## src/rtl/inst_cache_pkg.sv

```systemverilog
// ============================================================
// Package  : inst_cache_pkg
// Purpose  : shared state encoding, constants and address helpers
// Revision : 1.0
// ============================================================
`default_nettype none

package inst_cache_pkg;

  localparam int DEF_INDEX_BITS    = 5;
  localparam int DEF_WORD_OFF_BITS = 2;

  localparam logic TRUE  = 1'b1;
  localparam logic FALSE = 1'b0;
  localparam logic HIGH  = 1'b1;
  localparam logic LOW   = 1'b0;

  typedef enum logic [0:0] {
    ST_IDLE = 1'b0,
    ST_FILL = 1'b1
  } state_e;

  // First byte address of the line holding pc.
  function automatic logic [31:0] line_base(input logic [31:0] pc, input int word_off_bits);
    return (pc >> (word_off_bits + 2)) << (word_off_bits + 2);
  endfunction

endpackage

`default_nettype wire

```

## src/rtl/inst_cache_if.sv

```systemverilog
// ============================================================
// Interface : inst_cache_if
// Purpose   : fetch-side request/response and memory-side fill bus
// Revision  : 1.0
// ============================================================
`default_nettype none

interface inst_cache_if;

  logic        pc_send_enable;
  logic [31:0] pc_to_ic;
  logic        jump_flag;
  logic        inst_get_ready;
  logic [31:0] inst_from_ic;
  logic        mem_req;
  logic [31:0] mem_addr;
  logic        mem_valid;
  logic [31:0] mem_data;

  modport slave (
    input  pc_send_enable, pc_to_ic, jump_flag, mem_valid, mem_data,
    output inst_get_ready, inst_from_ic, mem_req, mem_addr
  );

  modport master (
    output pc_send_enable, pc_to_ic, jump_flag, mem_valid, mem_data,
    input  inst_get_ready, inst_from_ic, mem_req, mem_addr
  );

endinterface

`default_nettype wire

```

## src/rtl/inst_cache_array.sv

```systemverilog
// ============================================================
// Module   : icache_array
// Purpose  : tag/valid/data storage, combinational read, sync write
// Revision : 1.0
// ============================================================
`default_nettype none

module icache_array #(
  parameter int INDEX_BITS    = 5,
  parameter int WORD_OFF_BITS = 2,
  parameter int TAG_BITS      = 23
) (
  input  logic                     clk,
  input  logic                     rst,
  input  logic [INDEX_BITS-1:0]    rd_index,
  input  logic [WORD_OFF_BITS-1:0] rd_word,
  output logic                     rd_valid,
  output logic [TAG_BITS-1:0]      rd_tag,
  output logic [31:0]              rd_data,
  input  logic                     wr_en,
  input  logic                     wr_last,
  input  logic [INDEX_BITS-1:0]    wr_index,
  input  logic [WORD_OFF_BITS-1:0] wr_word,
  input  logic [31:0]              wr_data,
  input  logic [TAG_BITS-1:0]      wr_tag
);

  localparam int LINES = 1 << INDEX_BITS;
  localparam int WORDS = 1 << WORD_OFF_BITS;

  logic [LINES-1:0]    valid_q;
  logic [LINES-1:0]    valid_d;
  logic [TAG_BITS-1:0] tag_mem  [LINES];
  logic [31:0]         data_mem [LINES*WORDS];

  always_comb begin
    valid_d = valid_q;
    if (wr_en && wr_last) begin
      valid_d[wr_index] = 1'b1;
    end
  end

  always_ff @(posedge clk or negedge rst) begin
    if (!rst) begin
      valid_q <= '0;
    end else begin
      valid_q <= valid_d;
    end
  end

  // Tag and data contents are don't-care until the valid bit is set.
  always_ff @(posedge clk) begin
    if (wr_en) begin
      data_mem[{wr_index, wr_word}] <= wr_data;
      if (wr_last) begin
        tag_mem[wr_index] <= wr_tag;
      end
    end
  end

  assign rd_valid = valid_q[rd_index];
  assign rd_tag   = tag_mem[rd_index];
  assign rd_data  = data_mem[{rd_index, rd_word}];

endmodule

`default_nettype wire

```

## src/rtl/inst_cache.sv

```systemverilog
// ============================================================
// Module   : inst_cache
// Purpose  : direct-mapped read-only instruction cache; optional
//            early restart enabled by ICACHE_EARLY_RESTART_EN
// Revision : 1.0
// ============================================================
`default_nettype none

module inst_cache
  import inst_cache_pkg::*;
#(
  parameter int INDEX_BITS    = DEF_INDEX_BITS,
  parameter int WORD_OFF_BITS = DEF_WORD_OFF_BITS
) (
  input  logic         clk,
  input  logic         rst,
  input  logic         rdy,
  inst_cache_if.slave  bus
);

  localparam int TAG_BITS = 32 - 2 - WORD_OFF_BITS - INDEX_BITS;
  localparam int IDX_LSB  = WORD_OFF_BITS + 2;
  localparam int TAG_LSB  = 32 - TAG_BITS;
  localparam logic [WORD_OFF_BITS-1:0] LAST_WORD = '1;

  state_e                   state_q, state_d;
  logic                     igr_q, igr_d;
  logic [31:0]              ifi_q, ifi_d;
  logic                     mem_req_q, mem_req_d;
  logic [31:0]              mem_addr_q, mem_addr_d;
  logic [WORD_OFF_BITS-1:0] cnt_q, cnt_d;
  logic [WORD_OFF_BITS-1:0] cnt_inc;

`ifdef ICACHE_EARLY_RESTART_EN
  logic                     served_q, served_d;
  logic [WORD_OFF_BITS-1:0] req_word_q, req_word_d;
`endif

  logic [INDEX_BITS-1:0]    rd_index;
  logic [WORD_OFF_BITS-1:0] rd_word;
  logic [TAG_BITS-1:0]      req_tag;
  logic                     rd_valid;
  logic [TAG_BITS-1:0]      rd_tag;
  logic [31:0]              rd_data;
  logic                     hit;
  logic                     lookup_ok;
  logic                     wr_en;
  logic                     wr_last;
  logic                     unused_pc_bits;

  assign rd_index       = bus.pc_to_ic[IDX_LSB +: INDEX_BITS];
  assign rd_word        = bus.pc_to_ic[2 +: WORD_OFF_BITS];
  assign req_tag        = bus.pc_to_ic[TAG_LSB +: TAG_BITS];
  assign unused_pc_bits = ^bus.pc_to_ic[1:0];
  assign hit            = rd_valid && (rd_tag == req_tag);
  assign cnt_inc        = cnt_q + 1'b1;

  icache_array #(
    .INDEX_BITS   (INDEX_BITS),
    .WORD_OFF_BITS(WORD_OFF_BITS),
    .TAG_BITS     (TAG_BITS)
  ) u_array (
    .clk      (clk),
    .rst      (rst),
    .rd_index (rd_index),
    .rd_word  (rd_word),
    .rd_valid (rd_valid),
    .rd_tag   (rd_tag),
    .rd_data  (rd_data),
    .wr_en    (wr_en),
    .wr_last  (wr_last),
    .wr_index (mem_addr_q[IDX_LSB +: INDEX_BITS]),
    .wr_word  (cnt_q),
    .wr_data  (bus.mem_data),
    .wr_tag   (mem_addr_q[TAG_LSB +: TAG_BITS])
  );

  always_comb begin
    state_d    = state_q;
    igr_d      = LOW;
    ifi_d      = ifi_q;
    mem_req_d  = mem_req_q;
    mem_addr_d = mem_addr_q;
    cnt_d      = cnt_q;
    wr_en      = FALSE;
    wr_last    = FALSE;
    // A pulse in flight blocks lookup so a held request yields one response.
    lookup_ok  = bus.pc_send_enable && !bus.jump_flag && !igr_q;
`ifdef ICACHE_EARLY_RESTART_EN
    served_d   = served_q;
    req_word_d = req_word_q;
    lookup_ok  = lookup_ok && !served_q;
`endif
    if (rdy) begin
      case (state_q)
        ST_IDLE: begin
`ifdef ICACHE_EARLY_RESTART_EN
          served_d = FALSE;
`endif
          if (lookup_ok) begin
            if (hit) begin
              igr_d = HIGH;
              ifi_d = rd_data;
            end else begin
              state_d    = ST_FILL;
              mem_req_d  = HIGH;
              mem_addr_d = line_base(bus.pc_to_ic, WORD_OFF_BITS);
              cnt_d      = '0;
`ifdef ICACHE_EARLY_RESTART_EN
              req_word_d = rd_word;
`endif
            end
          end
        end
        ST_FILL: begin
          if (bus.mem_valid) begin
            wr_en = TRUE;
            if (cnt_q == LAST_WORD) begin
              wr_last   = TRUE;
              mem_req_d = LOW;
              state_d   = ST_IDLE;
            end else begin
              cnt_d      = cnt_inc;
              mem_addr_d = {mem_addr_q[31:IDX_LSB], cnt_inc, 2'b00};
            end
`ifdef ICACHE_EARLY_RESTART_EN
            if (!served_q && (cnt_q == req_word_q) && bus.pc_send_enable && !bus.jump_flag) begin
              igr_d    = HIGH;
              ifi_d    = bus.mem_data;
              served_d = TRUE;
            end
`endif
          end
        end
        default: state_d = ST_IDLE;
      endcase
    end
  end

  always_ff @(posedge clk or negedge rst) begin
    if (!rst) begin
      state_q    <= ST_IDLE;
      igr_q      <= LOW;
      ifi_q      <= '0;
      mem_req_q  <= LOW;
      mem_addr_q <= '0;
      cnt_q      <= '0;
`ifdef ICACHE_EARLY_RESTART_EN
      served_q   <= FALSE;
      req_word_q <= '0;
`endif
    end else begin
      state_q    <= state_d;
      igr_q      <= igr_d;
      ifi_q      <= ifi_d;
      mem_req_q  <= mem_req_d;
      mem_addr_q <= mem_addr_d;
      cnt_q      <= cnt_d;
`ifdef ICACHE_EARLY_RESTART_EN
      served_q   <= served_d;
      req_word_q <= req_word_d;
`endif
    end
  end

  assign bus.inst_get_ready = igr_q;
  assign bus.inst_from_ic   = ifi_q;
  assign bus.mem_req        = mem_req_q;
  assign bus.mem_addr       = mem_addr_q;

endmodule

`default_nettype wire

```

## src/flat_wrapper.sv

```systemverilog
// flat-port wrapper written by rule: the top's interface ports become plain ports
module inst_cache_flat import inst_cache_pkg::*;
#(
  parameter int INDEX_BITS    = DEF_INDEX_BITS,
  parameter int WORD_OFF_BITS = DEF_WORD_OFF_BITS
)
  (clk, rst, rdy, bus_pc_send_enable, bus_pc_to_ic, bus_jump_flag, bus_mem_valid, bus_mem_data, bus_inst_get_ready, bus_inst_from_ic, bus_mem_req, bus_mem_addr);
  inst_cache_if bus_i ();
  input  logic clk;
  input  logic rst;
  input  logic rdy;
  input wire logic [$bits(bus_i.pc_send_enable)-1:0] bus_pc_send_enable;
  input wire logic [$bits(bus_i.pc_to_ic)-1:0] bus_pc_to_ic;
  input wire logic [$bits(bus_i.jump_flag)-1:0] bus_jump_flag;
  input wire logic [$bits(bus_i.mem_valid)-1:0] bus_mem_valid;
  input wire logic [$bits(bus_i.mem_data)-1:0] bus_mem_data;
  output wire logic [$bits(bus_i.inst_get_ready)-1:0] bus_inst_get_ready;
  output wire logic [$bits(bus_i.inst_from_ic)-1:0] bus_inst_from_ic;
  output wire logic [$bits(bus_i.mem_req)-1:0] bus_mem_req;
  output wire logic [$bits(bus_i.mem_addr)-1:0] bus_mem_addr;
  assign bus_i.pc_send_enable = bus_pc_send_enable;
  assign bus_i.pc_to_ic = bus_pc_to_ic;
  assign bus_i.jump_flag = bus_jump_flag;
  assign bus_i.mem_valid = bus_mem_valid;
  assign bus_i.mem_data = bus_mem_data;
  assign bus_inst_get_ready = bus_i.inst_get_ready;
  assign bus_inst_from_ic = bus_i.inst_from_ic;
  assign bus_mem_req = bus_i.mem_req;
  assign bus_mem_addr = bus_i.mem_addr;
  inst_cache #(.INDEX_BITS(INDEX_BITS), .WORD_OFF_BITS(WORD_OFF_BITS)) u_core (.clk(clk), .rst(rst), .rdy(rdy), .bus(bus_i));
endmodule
```

## config.mk

```make
export PLATFORM = sky130hd
export DESIGN_NAME = inst_cache_flat
export DESIGN_NICKNAME = d
export VERILOG_FILES = /design/src/rtl/inst_cache_pkg.sv /design/src/rtl/inst_cache_if.sv /design/src/rtl/inst_cache_array.sv /design/src/rtl/inst_cache.sv /design/src/flat_wrapper.sv
export SDC_FILE = /design/constraint.sdc
export NUM_CORES = 2
export LEC_CHECK = 0
export BUFFER_PORTS_ARGS = -buffer_cell sky130_fd_sc_hd__buf_2
export CORE_AREA = 2 2 777 547
export DETAILED_ROUTE_END_ITERATION = 8
export DIE_AREA = 0 0 779 549
export GPL_TIMING_DRIVEN = 1
export SLEW_MARGIN = 20
export SYNTH_ARGS = -nofsm -noshare
export SYNTH_HDL_FRONTEND = slang
export SYNTH_MEMORY_MAX_BITS = 65536
export SYNTH_SLANG_ARGS = --single-unit
```

## constraint.sdc

```tcl
create_clock -name clk -period 4.4 [get_ports clk]
set_clock_uncertainty 0.05 [all_clocks]
set_input_delay 1.32 -clock clk [delete_from_list [all_inputs] [get_ports clk]]
set_output_delay 1.32 -clock clk [all_outputs]
set_load 0.02 [all_outputs]
```

== Yosys cells after proc, flatten, opt, wreduce, memory -nomap -nowiden ==
Memories as Yosys holds them, arrays and structs flattened. A register that Yosys moved wholly into a read port is not among the register bits.
Cells that the tools add are included.

* Flip-flop bits (word level): 69
* Bits in writable memories: 4832
* Input bits: 70
* Output and inout bits: 66
* Word-level logic and storage cells: 74
* Memories: 2

* Add/sub/neg operators: 1
* Magnitude comparators: 3
* Equal/unequal tests: 7
* Muxes and demuxes: 40
* Bitwise operators: 2
* Reductions and logical operators: 12

{| class="wikitable"
|+ Memory list
! name !! depth !! width !! read ports !! clocked after memory_dff !! wr ports !! line !! RTL
|-
| u_core.u_array.data_mem || 128 || 32 || 1 || 1 || 1 || inst_cache_array.sv:34 || <nowiki>logic [31:0] data_mem [LINES*WORDS];</nowiki>
|-
| u_core.u_array.tag_mem || 32 || 23 || 1 || 0 || 1 || inst_cache_array.sv:33 || <nowiki>logic [TAG_BITS-1:0] tag_mem [LINES];</nowiki>
|}

{| class="wikitable"
|+ Operators by type and width
! kind !! number
|-
| two-way mux 32 bit || 3
|-
| case mux 32 bit (2 select lines) || 1
|-
| bitwise OR 32 bit || 1
|-
| two-way mux 1 bit || 26
|-
| == test 23 bit || 1
|-
| < comparator 5 x 6 -> 1 bit (second input constant) || 2
|-
| AND reduction 5 bit || 2
|-
| two-way mux 2 bit || 4
|-
| != test 2 bit (second input constant) || 4
|-
| AND reduction 4 bit || 2
|-
| binary-select mux 1 bit (select 5 bit) || 1
|-
| demux 1 bit (select 5 bit) || 1
|-
| >= comparator 5 x 1 -> 1 bit (second input constant) || 1
|-
| logical AND 1 bit || 5
|-
| two-way mux 4 bit || 1
|-
| case mux 1 bit (2 select lines) || 2
|-
| case mux 2 bit (2 select lines) || 1
|-
| logical NOT 1 bit || 3
|-
| adder 2 x 1 -> 2 bit (second input constant) || 1
|-
| == test 2 bit (second input constant) || 1
|-
| != test 2 x 1 -> 1 bit (second input constant) || 1
|-
| inverter 1 bit || 1
|}

== Longest topological paths before layout ==
* Depth in word-level cells: 8
* Depth in mapped cells: 16
* Depth with buffers taken out: 10

== Cells and area by module ==
From an unflattened synthesis, not the netlist that was laid out.

* Cell total of the unflattened synthesis: 7309
* Area, all modules: 187569.9 um^2

{| class="wikitable"
|+ By module, submodules not included
! module !! instances !! cells each !! area an instance (um^2) !! seq. area each (um^2)
|-
| icache_array || 1 || 7110 || 184724.7 || 145899.9
|-
| inst_cache || 1 || 199 || 2845.2 || 1626.6
|}

== Worst setup path before layout ==
No wires, ideal clock.

* Path kind: input -> register
* Start: input port bus_pc_to_ic[2]
* End: register u_core.ifi_q[0] (netlist: u_core.bus.inst_from_ic[0]), read port of u_core.u_array.data_mem
* Library setup time: 0.125 ns
* Data arrival time: 4.279 ns
* Required time: 4.225 ns
* Setup slack: -0.054 ns
* Stages on the path: 8
* Path buffers: 3
* Cell sequence: clkbuf_1 clkbuf_1 clkbuf_1 mux4_2 mux4_2 mux4_2 mux2_2 mux2_2

{| class="wikitable"
|+ RTL lines
! element !! line !! RTL
|-
| start: declaration || flat_wrapper.sv:13 || <nowiki>input wire logic [$bits(bus_i.pc_to_ic)-1:0] bus_pc_to_ic;</nowiki>
|-
| end: declaration || inst_cache.sv:28 || <nowiki>logic [31:0] ifi_q, ifi_d;</nowiki>
|}

== Worst setup path after layout ==
* Start: input port bus_pc_to_ic[4]
* End: register u_core.ifi_q[27] (netlist: u_core.bus.inst_from_ic[27]), read port of u_core.u_array.data_mem

* Longest elaborated chain between the ends: 4
* Elaborated cells between the ends (all ways): 6
* Classes of those cells: eq/ne: 1; mux: 2; reduce/logical: 2; memory: 1

{| class="wikitable"
|+ RTL lines
! element !! line !! RTL
|-
| memory read (32 x 23 bit) / binary-select mux 1 bit (select 5 bit) (equally long branches) || - ||
|-
| == test 23 bit / two-way mux 1 bit (equally long branches) || inst_cache.sv:55, inst_cache_array.sv:61 ||
|-
| logical AND 1 bit || inst_cache.sv:55 || <nowiki>assign hit = rd_valid && (rd_tag == req_tag);</nowiki>
|-
| AND reduction 4 bit (no line) || - ||
|}

Several ways; a longest one is shown, not always the timed one. The select of a mux whose other input is x is not followed.
A chain may end at the register's enable or synchronous reset.

==> impl_metrics.env <==
export IMPL_run_status="finished, final reports clean"
export IMPL_cts_resized=0
export IMPL_register_area_mm2=0.148
export IMPL_power_density_mw_per_mm2=457
export IMPL_syn_cell_area_mm2=0.189
export IMPL_syn_inst=7698
export IMPL_start_util=0.448
export IMPL_drv_cap=0
export IMPL_fp_dieW_um=779
export IMPL_first_iter_violations=14303
export IMPL_p_leak_nw=69.2
export IMPL_r2r_cells=11
export IMPL_dieArea_mm2=0.428
export IMPL_cts_made_buffers=455
export IMPL_crit_end="u_core.bus.inst_from_ic[27]$_DFFE_PN0P_"
export IMPL_synthDistinctLibCells=60
export IMPL_finalPower_mw=100
export IMPL_num_fill_cells=31988
export IMPL_cp_max_fo=21
export IMPL_maxSlewViolCount=0
export IMPL_start_kind="primary input"
export IMPL_nNetsFinal=8617
export IMPL_crit_type="primary input to register"
export IMPL_core_area_mm2=0.421
export IMPL_cp_end_kind="register"
export IMPL_drtPass1Iterations=5
export IMPL_grt_pass1_wl_mm=708
export IMPL_synth_top_area_cell="edfxtp_1"
export IMPL_fin_crit_sh=0.906
export IMPL_path_clk_slew_ns=0.07
export IMPL_num_rows=200
export IMPL_cts_setup_buffers=0
export IMPL_netlist_top_cells_area="edfxtp_1 77%, mux4_2 16%, mux2i_1 1.5%"
export IMPL_post_dp_hpwl_mm=302
export IMPL_tns_ns=0
export IMPL_grt_use_total=0.238
export IMPL_gp_congestion=0.831
export IMPL_tightest_slew_ns=1.12
export IMPL_synth_ff_type="edfxtp_1"
export IMPL_worstReg2RegEnd="u_core.bus.inst_from_ic[27]$_DFFE_PN0P_"
export IMPL_synth_area_per_cell_um2=24.5
export IMPL_ys_seq_area_frac=0.782
export IMPL_synth_warnings=0
export IMPL_synth_edf_count=4832
export IMPL_ant_nets=0
export IMPL_setup_viol=0
export IMPL_cts_tree="done"
export IMPL_clk_latency_ns=1.01
export IMPL_max_vdd_ir_drop_mv=0.410
export IMPL_relSlewSlack=0.253
export IMPL_hold_buffers=0
export IMPL_hold_class="primary input to asynchronous set/reset pin"
export IMPL_place_port_buffers=131
export IMPL_htreeDepth=5
export IMPL_post_drt_wl_per_cell_um=35.2
export IMPL_drc=0
export IMPL_grt_pass1_vias=88532
export IMPL_drt_wl_total_mm=515
export IMPL_required_ns=5.26
export IMPL_hold_violations=0
export IMPL_clock_path_buffers=4
export IMPL_overflow=0
export IMPL_period_needed_ns=3.99
export IMPL_clock_sinks=4929
export IMPL_synth_seq_cells=4929
export IMPL_synthArstFlopShare=0.0197
export IMPL_crit_start="bus_pc_to_ic[4]"
export IMPL_synth_top_area_frac=0.769
export IMPL_vias=89645
export IMPL_multi_input_area_mm2=0.0404
export IMPL_r2r_slack_ns=0.95
export IMPL_ios=136
export IMPL_post_route_util=0.520
export IMPL_rr_startpoint="u_core.u_array.tag_mem[19][17]$_DFFE_PP_"
export IMPL_dieHeight_um=549
export IMPL_grt_max_degree=129
export IMPL_syn_to_final_growth_pct=16.1
export IMPL_worst_endpoint_arrival_ns=4.85
export IMPL_max_freq_ghz=0.251
export IMPL_final_layout_size_suffix_gt1_frac=0.352
export IMPL_antenna_found_initial=73
export IMPL_avgViaCountPerCell=6.13
export IMPL_rsz0062_at_grt="false"
export IMPL_cts_root_buf="clkbuf_16"
-- worst max-delay path: stages --
cell and delay, ns:
buf_8 0.14, buf_12 0.22, buf_4 0.26, mux2i_1 0.11, a22oi_1 0.22, a21oi_1 0.17
buf_4 0.17, nor4_1 0.31, buf_4 0.21, xnor2_1 0.16, nand4_1 0.14, nor4_2 0.30
nand4_4 0.23, nor2_8 0.14, buf_12 0.17, buf_12 0.17, mux2_4 0.30
-- cell usage after synthesis (all sizes together), types with 2 or more instances --
cell type and n:
a211oi 5, mux2 104, nor2b 15, o21ai 11
nand2b 5, a221oi 4, or2 33, xnor2 16
nor4b 2, nor3 2, nand4 5, mux2i 291
xor2 6, a22oi 133, nor4 17, a221o 2
a22o 3, nor2 169, o22ai 3, and3 2
nand2 29, mux4 1396, dfrtp 97, a21oi 55
clkbuf 263, and2 3, nor3b 2, edfxtp 4832
buf 151, nand3 31
-- state kept, by name, summed over array words and instances, names as in the netlist --
register,count
u_core.u_array.data_mem,4096
u_core.u_array.tag_mem,736
u_core.bus.inst_from_ic,32
u_core.u_array.valid_q,32
u_core.bus.mem_addr,29
u_core.bus.inst_get_ready,1
u_core.bus.mem_req,1
u_core.cnt_q,1
u_core.state_q,1
-- how the worst min path moves through the flow --
stage	cells past startpoint	from	to	slack, ns
after floorplan	1	u_core.u_array.valid_q[10]$_DFFE_PN0P_	u_core.u_array.valid_q[10]$_DFFE_PN0P_	0.38
after global placement	1	u_core.u_array.valid_q[10]$_DFFE_PN0P_	u_core.u_array.valid_q[10]$_DFFE_PN0P_	0.39
after detailed placement	1	u_core.u_array.valid_q[14]$_DFFE_PN0P_	u_core.u_array.valid_q[14]$_DFFE_PN0P_	0.40
after CTS	1	rst	u_core.bus.mem_addr[26]$_DFFE_PN0P_	0.29
after global routing	1	rst	u_core.bus.mem_addr[22]$_DFFE_PN0P_	0.36
final	1	rst	u_core.bus.mem_addr[26]$_DFFE_PN0P_	0.34
-- metal layers --
metal,track usage,up-vias,routed length (um)
li1,-,35059,-
met1,0.366,49048,217000
met2,0.343,4777,225000
met3,0.0634,719,59600
met4,0.0537,42,12200
met5,0,-,271
-- report_power, final --
group / total (mW) / internal [mW] / leakage (nW) / switching, mW
logic: 7.14 / 2.66 / 17.4 / 4.48
registers: 54.1 / 53.1 / 44.7 / 1.06
clock network: 38.8 / 21.3 / 7.12 / 17.5
-- cells by family (layout without fill, tap and decap cells) --
logic type | count (synthesis) | in the layout | share of synthesized area
flip-flops | 4929 | 4929 | 0.782
multiplexers | 1791 | 1791 | 0.190
buffers and inverters | 414 | 1651 | 0.0109
AND/OR/NAND/NOR | 320 | 320 | 0.00834
AO/OA/AOI/OAI | 220 | 220 | 0.00804
XOR/XNOR | 22 | 22 | 0.00102
adder cells (fa/ha/maj) | 1 | 1 | 0.0000663
other | 1 | 25 | 0.0000199
-- final cells by class --
| type | count | share of cell area |
|---|---|---|
| Sequential cell | 4929 | 0.673 |
| Multi-Input combinational cell | 2356 | 0.184 |
| Clock buffer | 577 | 0.0550 |
| Timing Repair Buffer | 804 | 0.0430 |
| Tap cell | 5656 | 0.0323 |
| Clock inverter | 270 | 0.0117 |
| Antenna cell | 23 | 0.000263 |
-- through the flow --
stage,cell area (um^2),setup WS (ns),hold WS [ns],instances
after detailed placement,204000,-0.547,0.398,13743
after floorplan,189000,-0.0361,0.384,7699
after global routing,219000,0.296,0.358,14593
final,219000,0.415,0.345,14615
after CTS,219000,0.509,0.293,14590
after global placement,204000,-0.611,0.394,13743
-- layout by cell type, fill, tap and decap left out, types with 7 or more instances in the layout --
cell type   count
nor2_4        161
clkbuf_16     457
clkinv_16      14
mux2_2         46
clkbuf_1      104
mux2i_1       291
clkbuf_8       16
buf_12        283
clkinvlp_4     12
clkinv_1      105
mux4_1         15
buf_4         419
or2_2          33
nor4_1         15
nor2_1          7
diode_2        23
xnor2_1        16
nor2b_1        12
o21ai_0         9
nand2_2         8
clkinv_2       90
bufinv_16      32
edfxtp_1     4832
nand2_1        21
dfrtp_1        94
a22oi_1       133
a21oi_1        54
nand3_1        27
mux2_4         58
mux4_2       1381
buf_2          92
No activity file was read; power rests on OpenSTA's default activity.
